File: src/rtl/hamming_pkg.sv
// Shared constants and helpers for the Hamming(12,8) encoder.
package hamming_pkg;

   localparam int CW_W   = 12;
   localparam int DATA_W = 8;

   localparam int P0 = 0;
   localparam int P1 = 1;
   localparam int P3 = 3;
   localparam int P7 = 7;

   // Coverage masks: each parity bit is the XOR of the data positions set here.
   localparam logic [CW_W-1:0] M_P0 = 12'h554;
   localparam logic [CW_W-1:0] M_P1 = 12'h664;
   localparam logic [CW_W-1:0] M_P3 = 12'h870;
   localparam logic [CW_W-1:0] M_P7 = 12'hF00;

   function automatic logic [CW_W-1:0] hamming_place(input logic [DATA_W-1:0] d);
      logic [CW_W-1:0] cw;
      cw        = '0;
      cw[11:8]  = d[7:4];
      cw[6:4]   = d[3:1];
      cw[2]     = d[0];
      return cw;
   endfunction

   function automatic logic hamming_parity(input logic [CW_W-1:0] cw,
                                           input logic [CW_W-1:0] mask);
      return ^(cw & mask);
   endfunction

endpackage

File: src/rtl/hamming.sv
// Combinational 8->12 Hamming encoder.
module hamming
   import hamming_pkg::*;
(
   input  logic [DATA_W-1:0] data_i,
   output logic [CW_W-1:0]   cw_o
);

   logic [CW_W-1:0] placed_s;
   logic [CW_W-1:0] cw_s;

   // Place data bits, then fill the parity positions.
   always_comb begin
      placed_s  = hamming_place(data_i);
      cw_s      = placed_s;
      cw_s[P0]  = hamming_parity(placed_s, M_P0);
      cw_s[P1]  = hamming_parity(placed_s, M_P1);
      cw_s[P3]  = hamming_parity(placed_s, M_P3);
      cw_s[P7]  = hamming_parity(placed_s, M_P7);
   end

   assign cw_o = cw_s;

endmodule

File: src/rtl/hamming_enc_arbiter.sv
// Round-robin arbiter sharing one Hamming(12,8) encoder, with a 1-deep
// registered valid/ready output stage carrying the source index.
module hamming_enc_arbiter
   import hamming_pkg::*;
#(
   parameter int NUM_REQ = 2,
   parameter int ID_W    = (NUM_REQ > 1) ? $clog2(NUM_REQ) : 1,
   parameter int CNT_W   = 16
) (
   input  logic                      clk,
   input  logic                      rst,
   input  logic                      enable,
   input  logic [NUM_REQ-1:0]        req_valid,
   output logic [NUM_REQ-1:0]        req_ready,
   input  logic [NUM_REQ*DATA_W-1:0] req_data,
   output logic                      cw_valid,
   input  logic                      cw_ready,
   output logic [CW_W-1:0]           cw_data,
   output logic [ID_W-1:0]           cw_src,
   output logic [CNT_W-1:0]          cw_count
);

   logic                 cw_valid_q,   cw_valid_d;
   logic [CW_W-1:0]      cw_data_q,    cw_data_d;
   logic [ID_W-1:0]      cw_src_q,     cw_src_d;
   logic [CNT_W-1:0]     cw_count_q,   cw_count_d;
   logic [ID_W-1:0]      last_grant_q, last_grant_d;

   logic                 adv_s;
   logic                 grant_found_s;
   logic [ID_W-1:0]      grant_idx_s;
   logic                 xfer_s;
   logic                 accept_s;
   logic [NUM_REQ-1:0]   req_ready_s;
   logic [DATA_W-1:0]    sel_data_s;
   logic [CW_W-1:0]      enc_cw_s;

   // Returns {found, index} of the first valid requester after 'last'.
   function automatic logic [ID_W:0] rr_pick(input logic [NUM_REQ-1:0] valid,
                                             input logic [ID_W-1:0]    last);
      logic [ID_W:0] res;
      int            idx;
      res = '0;
      for (int k = 1; k <= NUM_REQ; k++) begin
         idx = int'(last) + k;
         if (idx >= NUM_REQ) begin
            idx = idx - NUM_REQ;
         end
         if (!res[ID_W] && valid[idx]) begin
            res = {1'b1, ID_W'(idx)};
         end
      end
      return res;
   endfunction

   // Arbitration, handshake decode and encoder input mux.
   always_comb begin
      adv_s                        = enable & (~cw_valid_q | cw_ready);
      {grant_found_s, grant_idx_s} = rr_pick(req_valid, last_grant_q);
      xfer_s                       = adv_s & grant_found_s;
      accept_s                     = cw_valid_q & cw_ready;
      req_ready_s                  = '0;
      sel_data_s                   = '0;
      for (int i = 0; i < NUM_REQ; i++) begin
         if (grant_idx_s == ID_W'(i)) begin
            req_ready_s[i] = xfer_s;
            sel_data_s     = req_data[DATA_W*i +: DATA_W];
         end else begin
            req_ready_s[i] = 1'b0;
         end
      end
   end

   hamming u_hamming (
      .data_i (sel_data_s),
      .cw_o   (enc_cw_s)
   );

   // Next-state of the output stage, pointer and counter.
   always_comb begin
      cw_valid_d   = cw_valid_q;
      cw_data_d    = cw_data_q;
      cw_src_d     = cw_src_q;
      last_grant_d = last_grant_q;
      cw_count_d   = cw_count_q;
      if (xfer_s) begin
         cw_valid_d   = 1'b1;
         cw_data_d    = enc_cw_s;
         cw_src_d     = grant_idx_s;
         last_grant_d = grant_idx_s;
      end else if (accept_s) begin
         cw_valid_d   = 1'b0;
      end else begin
         cw_valid_d   = cw_valid_q;
      end
      if (accept_s) begin
         cw_count_d = cw_count_q + CNT_W'(1);
      end else begin
         cw_count_d = cw_count_q;
      end
   end

   // State registers with synchronous reset.
   always_ff @(posedge clk) begin
      if (rst) begin
         cw_valid_q   <= 1'b0;
         cw_data_q    <= '0;
         cw_src_q     <= '0;
         cw_count_q   <= '0;
         last_grant_q <= ID_W'(NUM_REQ - 1);
      end else begin
         cw_valid_q   <= cw_valid_d;
         cw_data_q    <= cw_data_d;
         cw_src_q     <= cw_src_d;
         cw_count_q   <= cw_count_d;
         last_grant_q <= last_grant_d;
      end
   end

   assign req_ready = req_ready_s;
   assign cw_valid  = cw_valid_q;
   assign cw_data   = cw_data_q;
   assign cw_src    = cw_src_q;
   assign cw_count  = cw_count_q;

endmodule

File: config.mk
export PLATFORM = sky130hd
export DESIGN_NAME = hamming_enc_arbiter
export DESIGN_NICKNAME = d
export VERILOG_FILES = /design/src/rtl/hamming_pkg.sv /design/src/rtl/hamming.sv /design/src/rtl/hamming_enc_arbiter.sv
export SDC_FILE = /design/constraint.sdc
export NUM_CORES = 1
export LEC_CHECK = 0
export BUFFER_PORTS_ARGS = -buffer_cell sky130_fd_sc_hd__buf_2
export CORE_MARGIN = 3
export CORE_UTILIZATION = 45
export CTS_BUF_LIST = sky130_fd_sc_hd__clkbuf_2
export CTS_CLUSTER_SIZE = 30
export DETAILED_ROUTE_END_ITERATION = 6
export GPL_TIMING_DRIVEN = 0
export PLACE_DENSITY = 0.73
export SLEW_MARGIN = 20
export SYNTH_ARGS = -nofsm -noshare
export SYNTH_HDL_FRONTEND = slang
export SYNTH_SLANG_ARGS = --single-unit
File: constraint.sdc
create_clock -name clk -period 3.5 [get_ports clk]
set_input_delay 0.175 -clock clk [delete_from_list [all_inputs] [get_ports clk]]
set_output_delay 0.175 -clock clk [all_outputs]
set_load 0.05 [all_outputs]
# Word level (Yosys, flattened, before mapping)
# Cells that the tools add are included.
dict set report classes {
  addsub 5
  multipliers 0
  div 0
  n_lt_le_gt_ge 4
  n_eq_ne 0
  shifts 0
  muxes 15
  bitwise 5
  reduce_logical 7
}
# operator count
set op_table {}
lappend op_table {{32-bit by 3-bit < comparator with 1-bit output, second input constant} 2}
lappend op_table {{32-bit two-way mux} 2}
lappend op_table {{12-bit parity} 4}
lappend op_table {{16-bit by 1-bit adder with 16-bit output, second input constant} 1}
lappend op_table {{1-bit two-way mux} 10}
lappend op_table {{8-bit two-way mux} 1}
lappend op_table {{2-bit two-way mux} 2}
lappend op_table {{3-bit by 2-bit subtractor with 4-bit output, second input constant} 1}
lappend op_table {{1-bit by 2-bit adder with 3-bit output, second input constant} 1}
lappend op_table {{1-bit AND} 3}
lappend op_table {{3-bit by 2-bit >= comparator with 1-bit output, second input constant} 1}
lappend op_table {{2-bit by 2-bit subtractor with 3-bit output, second input constant} 1}
lappend op_table {{1-bit by 1-bit adder with 2-bit output, second input constant} 1}
lappend op_table {{2-bit >= comparator, second input constant} 1}
lappend op_table {{2-bit nonzero test} 1}
lappend op_table {{1-bit logical AND} 1}
lappend op_table {{1-bit zero test} 1}
lappend op_table {{1-bit inverter} 1}
lappend op_table {{1-bit OR} 1}
dict set report word_totals {
  register_bits 31
  latch_bits 0
  ram_bits 0
  rom_bits 0
  inputBits 22
  out_inout_bits 32
  word_cells 41
  mem_count 0
}

# Logic depth before layout (Yosys ltp)
dict set report depth {
  ltp_word 12
  depth_mapped 5
  ltp_nobuf 5
}

# Modules after synthesis
# A second synthesis with hierarchy kept.
dict set report hier_totals {
  hier_cells 179
  area_unflattened_um2 1537.7
}
# module instances cells_each area_each_um2 seq_area_each_um2
set by_module_without_submodules {}
lappend by_module_without_submodules {hamming_enc_arbiter 1 161 1355.0 620.6}
lappend by_module_without_submodules {hamming 1 18 182.7 0.0}

# Worst setup path before layout
# No wires, ideal clock.
dict set report synth_timing {
  kind {flip-flop to flip-flop}
  start {register cw_valid_q (netlist: cw_valid)}
  end {register cw_count_q[15] (netlist: cw_count[15])}
  setup_time_ns 0.070
  t_arrival_ns 2.118
  t_required_ns 3.430
  setup_slack_ns 1.311
  stages_incl_launch_ff 6
  n_path_buf 1
  period_less_slack_ns 2.189
  path_cell_list {dfxtp_1 > nand3_2 > or4_1 > buf_2 > or4_1 > a21oi_1}
}
dict set report synth_via {
  elab_chain_len 1
}
# element line_no
set synth_lines {}
lappend synth_lines {{start, declared} hamming_enc_arbiter.sv:23} ;# logic cw_valid_q, cw_valid_d;
lappend synth_lines {{start signal, assigned} hamming_enc_arbiter.sv:112} ;# cw_valid_q <= cw_valid_d;
lappend synth_lines {{1-bit AND} hamming_enc_arbiter.sv:61} ;# accept_s = cw_valid_q & cw_ready;
lappend synth_lines {{end signal, assigned} hamming_enc_arbiter.sv:115} ;# cw_count_q <= cw_count_d;
lappend synth_lines {{end, declared} hamming_enc_arbiter.sv:26} ;# logic [CNT_W-1:0] cw_count_q, cw_count_d;
# No other way between the ends.
# A chain may end at the register's enable or synchronous reset.

# Worst setup path in the final report
# Same ends and word-level chain as after synthesis.

==> results_dict.tcl <==
set metrics [dict create \
    status "finished clean" \
    grt_pass1_vias 1312 \
    synth_warnings 0 \
    setup-violations-final 0 \
    ir_worst_vdd_mv 0.220 \
    clk_latency_ps 370 \
    endpoint_kind "register" \
    r2r_cells 5 \
    synth_cell_type_count 35 \
    grt_overflow 0 \
    port_buffers 53 \
    nNetsFinal 259 \
    antenna_found_initial 0 \
    rsz0062_at_grt "false" \
    drive_above_1_share 0.291 \
    period_needed_ps 1940 \
    placed_cells 273 \
    synth-xor-area-share 0.189 \
    synth_compound_area_frac 0.128 \
    hold_class "in2reg" \
    grt_max_degree 11 \
    timing.hold.ws_ps 83.8 \
    synth_top_family_by_area "simple AND/OR/NAND/NOR gates" \
    path_clk_slew_ps 160 \
    postCtsSetupRepairBufs 0 \
    synth_top_area_cell "dfxtp_1" \
    post_drt_wl_per_cell_um 12.5 \
    setup-tns-final_ps 0 \
    setup.worst_path.class "reg2reg" \
    gp_congestion 0.881 \
    clock_skew_ps 9.10 \
    most-common-layout-cells "buf_2, dfxtp_1, nor2_1" \
    synth_fp_nets 199 \
    synthAdderAreaFrac 0.00789 \
    antenna_left 0 \
    grt_pass1_wl_mm 5.79 \
    cts_sinks 31 \
    cp_data_required_time_ps 3810 \
    p_leak_nw 0.849 \
    die-height_um 65.4 \
    synthDominantCellAreaShare 0.391 \
    cts_buffers 5 \
    cp_max_fo 8 \
    fin_crit_sh 0.555 \
    wl_mm 3.50 \
    final_common_cell "buf_2" \
    synthToLayoutAreaGrowth_pct 22.7 \
    cp.depth 5 \
    avgViaCountPerCell 5.05 \
    initial_core_util 0.495 \
    track_usage 0.176 \
    hold_buffers 0 \
    critPathBufInv 1 \
    max_stage_delay_ps 500 \
    nFillCells 324 \
    crit_chain "nand3_2, or4_1, buf_2, or4_1, a21oi_1" \
    avgSynthCellArea_um2 9.01 \
    synth-simple-area-share 0.189 \
    maxSlewHeadroom 0.539 \
    cpMostUsedCell "or4_1" \
    drc_errors 0 \
    hold_depth 3 \
    first_pass_iters 4 \
    synthMuxAreaShare 0.0631 \
    cts_resized 0 \
    coreArea_um2 3200 \
    stdcell_count 281 \
    synth.cell_area_um2 1590 \
    cap_viol_max_count 0 \
    dpl_cell_area_um2 1910 \
    ys_seq_elements 31 \
    slowest_stage "or4_1" \
    ys_seq_area_frac 0.391 \
    die_w_um 65.4 \
    cts-root-buf "clkbuf_2" \
    ios 54 \
    num_vias 1419 \
    critical_path.top_delay_family "simple AND/OR/NAND/NOR gates" \
    cts-htree-levels 2 \
    antennaDiodeCount 0 \
    cp-start-kind "register" \
    rows 20 \
    max_freq_ghz 0.514 \
    synth.area.top_cells "dfxtp_1, xnor2_1, xor2_1" \
    fin_area_um2 1950 \
    hold_violations 0 \
    power.density_nw_per_um2 382 \
    drt_iter0_drc 66 \
    synthCells 176 \
    worst_pin_slew_ps 691 \
    final_core_util 0.607 \
    tritoncts "done" \
    die_area_um2 4270 \
    crit_arrival_ps 2250 \
    dp_hpwl_mm 2.68 \
    cts_buffer_depth 2 \
    report.final.slew_viol_count 0 \
]
synthesized netlist by cell type:
master and n:
buf_2 1, nor2_1 20, xnor2_1 17, buf_1 2, or4_1 2, nand4_1 4, xor2_1 12, nand3_2 1
ha_1 1, o22ai_1 2, or3_2 4, a211o_1 1, xnor3_1 2, o2111ai_1 1, a21oi_1 10, nand2_1 10
and2_1 1, a211oi_1 8, clkbuf_1 4, and4_2 1, inv_1 6, nand2b_1 2, o21ai_0 6, and4_1 2
or2b_2 1, o221ai_1 1, nor2b_1 1, o31ai_1 1, dfxtp_1 31, or3_1 1, nor3_1 2, a21boi_0 1
mux2i_1 10, nand3_1 6, a2111oi_0 1
layer usage:
| metal | up-vias | global-route usage | part of all wire |
|---|---|---|---|
| li1 | 741 | - | - |
| met1 | 634 | 0.229 | 0.47 |
| met2 | 37 | 0.273 | 0.45 |
| met3 | 7 | 0.0632 | 0.065 |
| met4 | 0 | 0.0544 | 0.015 |
| met5 | - | 0 | 0 |
power by group:
group / internal, mW / leakage [nW] / switching [mW]
registers: 0.369 / 0.253 / 0.00931
logic: 0.0700 / 0.564 / 0.125
clock network: 0.0457 / 0.0325 / 0.124
metrics by stage:
step,power [mW],worst slack [ps]
after floorplan,0.529,1310
after global placement,0.580,1600
after detailed placement,0.581,1590
after CTS,0.750,1550
after global routing,0.788,1430
final,0.743,1560
registers in the layout, summed over array words and instances (netlist names):
name          count
last_grant_q      1
cw_src            1
cw_count         16
cw_data          12
cw_valid          1
layout make-up:
cell class / count / area (µm²) / share of cell area
clock buffers: 5 / 25.0 / 0.0129
plain buffers: 7 / 27.5 / 0.0141
clock inverters: 3 / 15.0 / 0.00772
inverters: 6 / 22.5 / 0.0116
multi-input cells: 132 / 915 / 0.470
repair buffers: 53 / 265 / 0.136
well taps: 44 / 55.1 / 0.0283
flip-flops and latches: 31 / 621 / 0.319
tightest hold or removal path, delay by kind of cell:
kind | cells | cell delay [ps]
buffers and inverters | 1 | 90
AND/OR/NAND/NOR | 1 | 90
AO/OA/AOI/OAI | 1 | 60
final timing paths:
check / start / endpoint / slack [ps]
setup / recovery: cw_valid$_SDFFE_PP0P_ / cw_count[15]$_SDFFE_PP0P_ / 1560
hold / removal: rst / cw_data[7]$_SDFFE_PP0P_ / 80
setup reg to reg: cw_valid$_SDFFE_PP0P_ / cw_count[15]$_SDFFE_PP0P_ / 1560
hold reg to reg: cw_count[15]$_SDFFE_PP0P_ / cw_count[15]$_SDFFE_PP0P_ / 490
cell families (layout without fill, tap and decap cells):
| family | count (synthesis) | after routing |
|---|---|---|
| buffers and inverters | 13 | 74 |
| flip-flops | 31 | 31 |
| multiplexers | 10 | 10 |
| adder cells (fa/ha/maj) | 1 | 1 |
| AND/OR/NAND/NOR | 58 | 58 |
| XOR/XNOR | 31 | 31 |
| AO/OA/AOI/OAI | 32 | 32 |
Power figures use the tool's default switching activity.
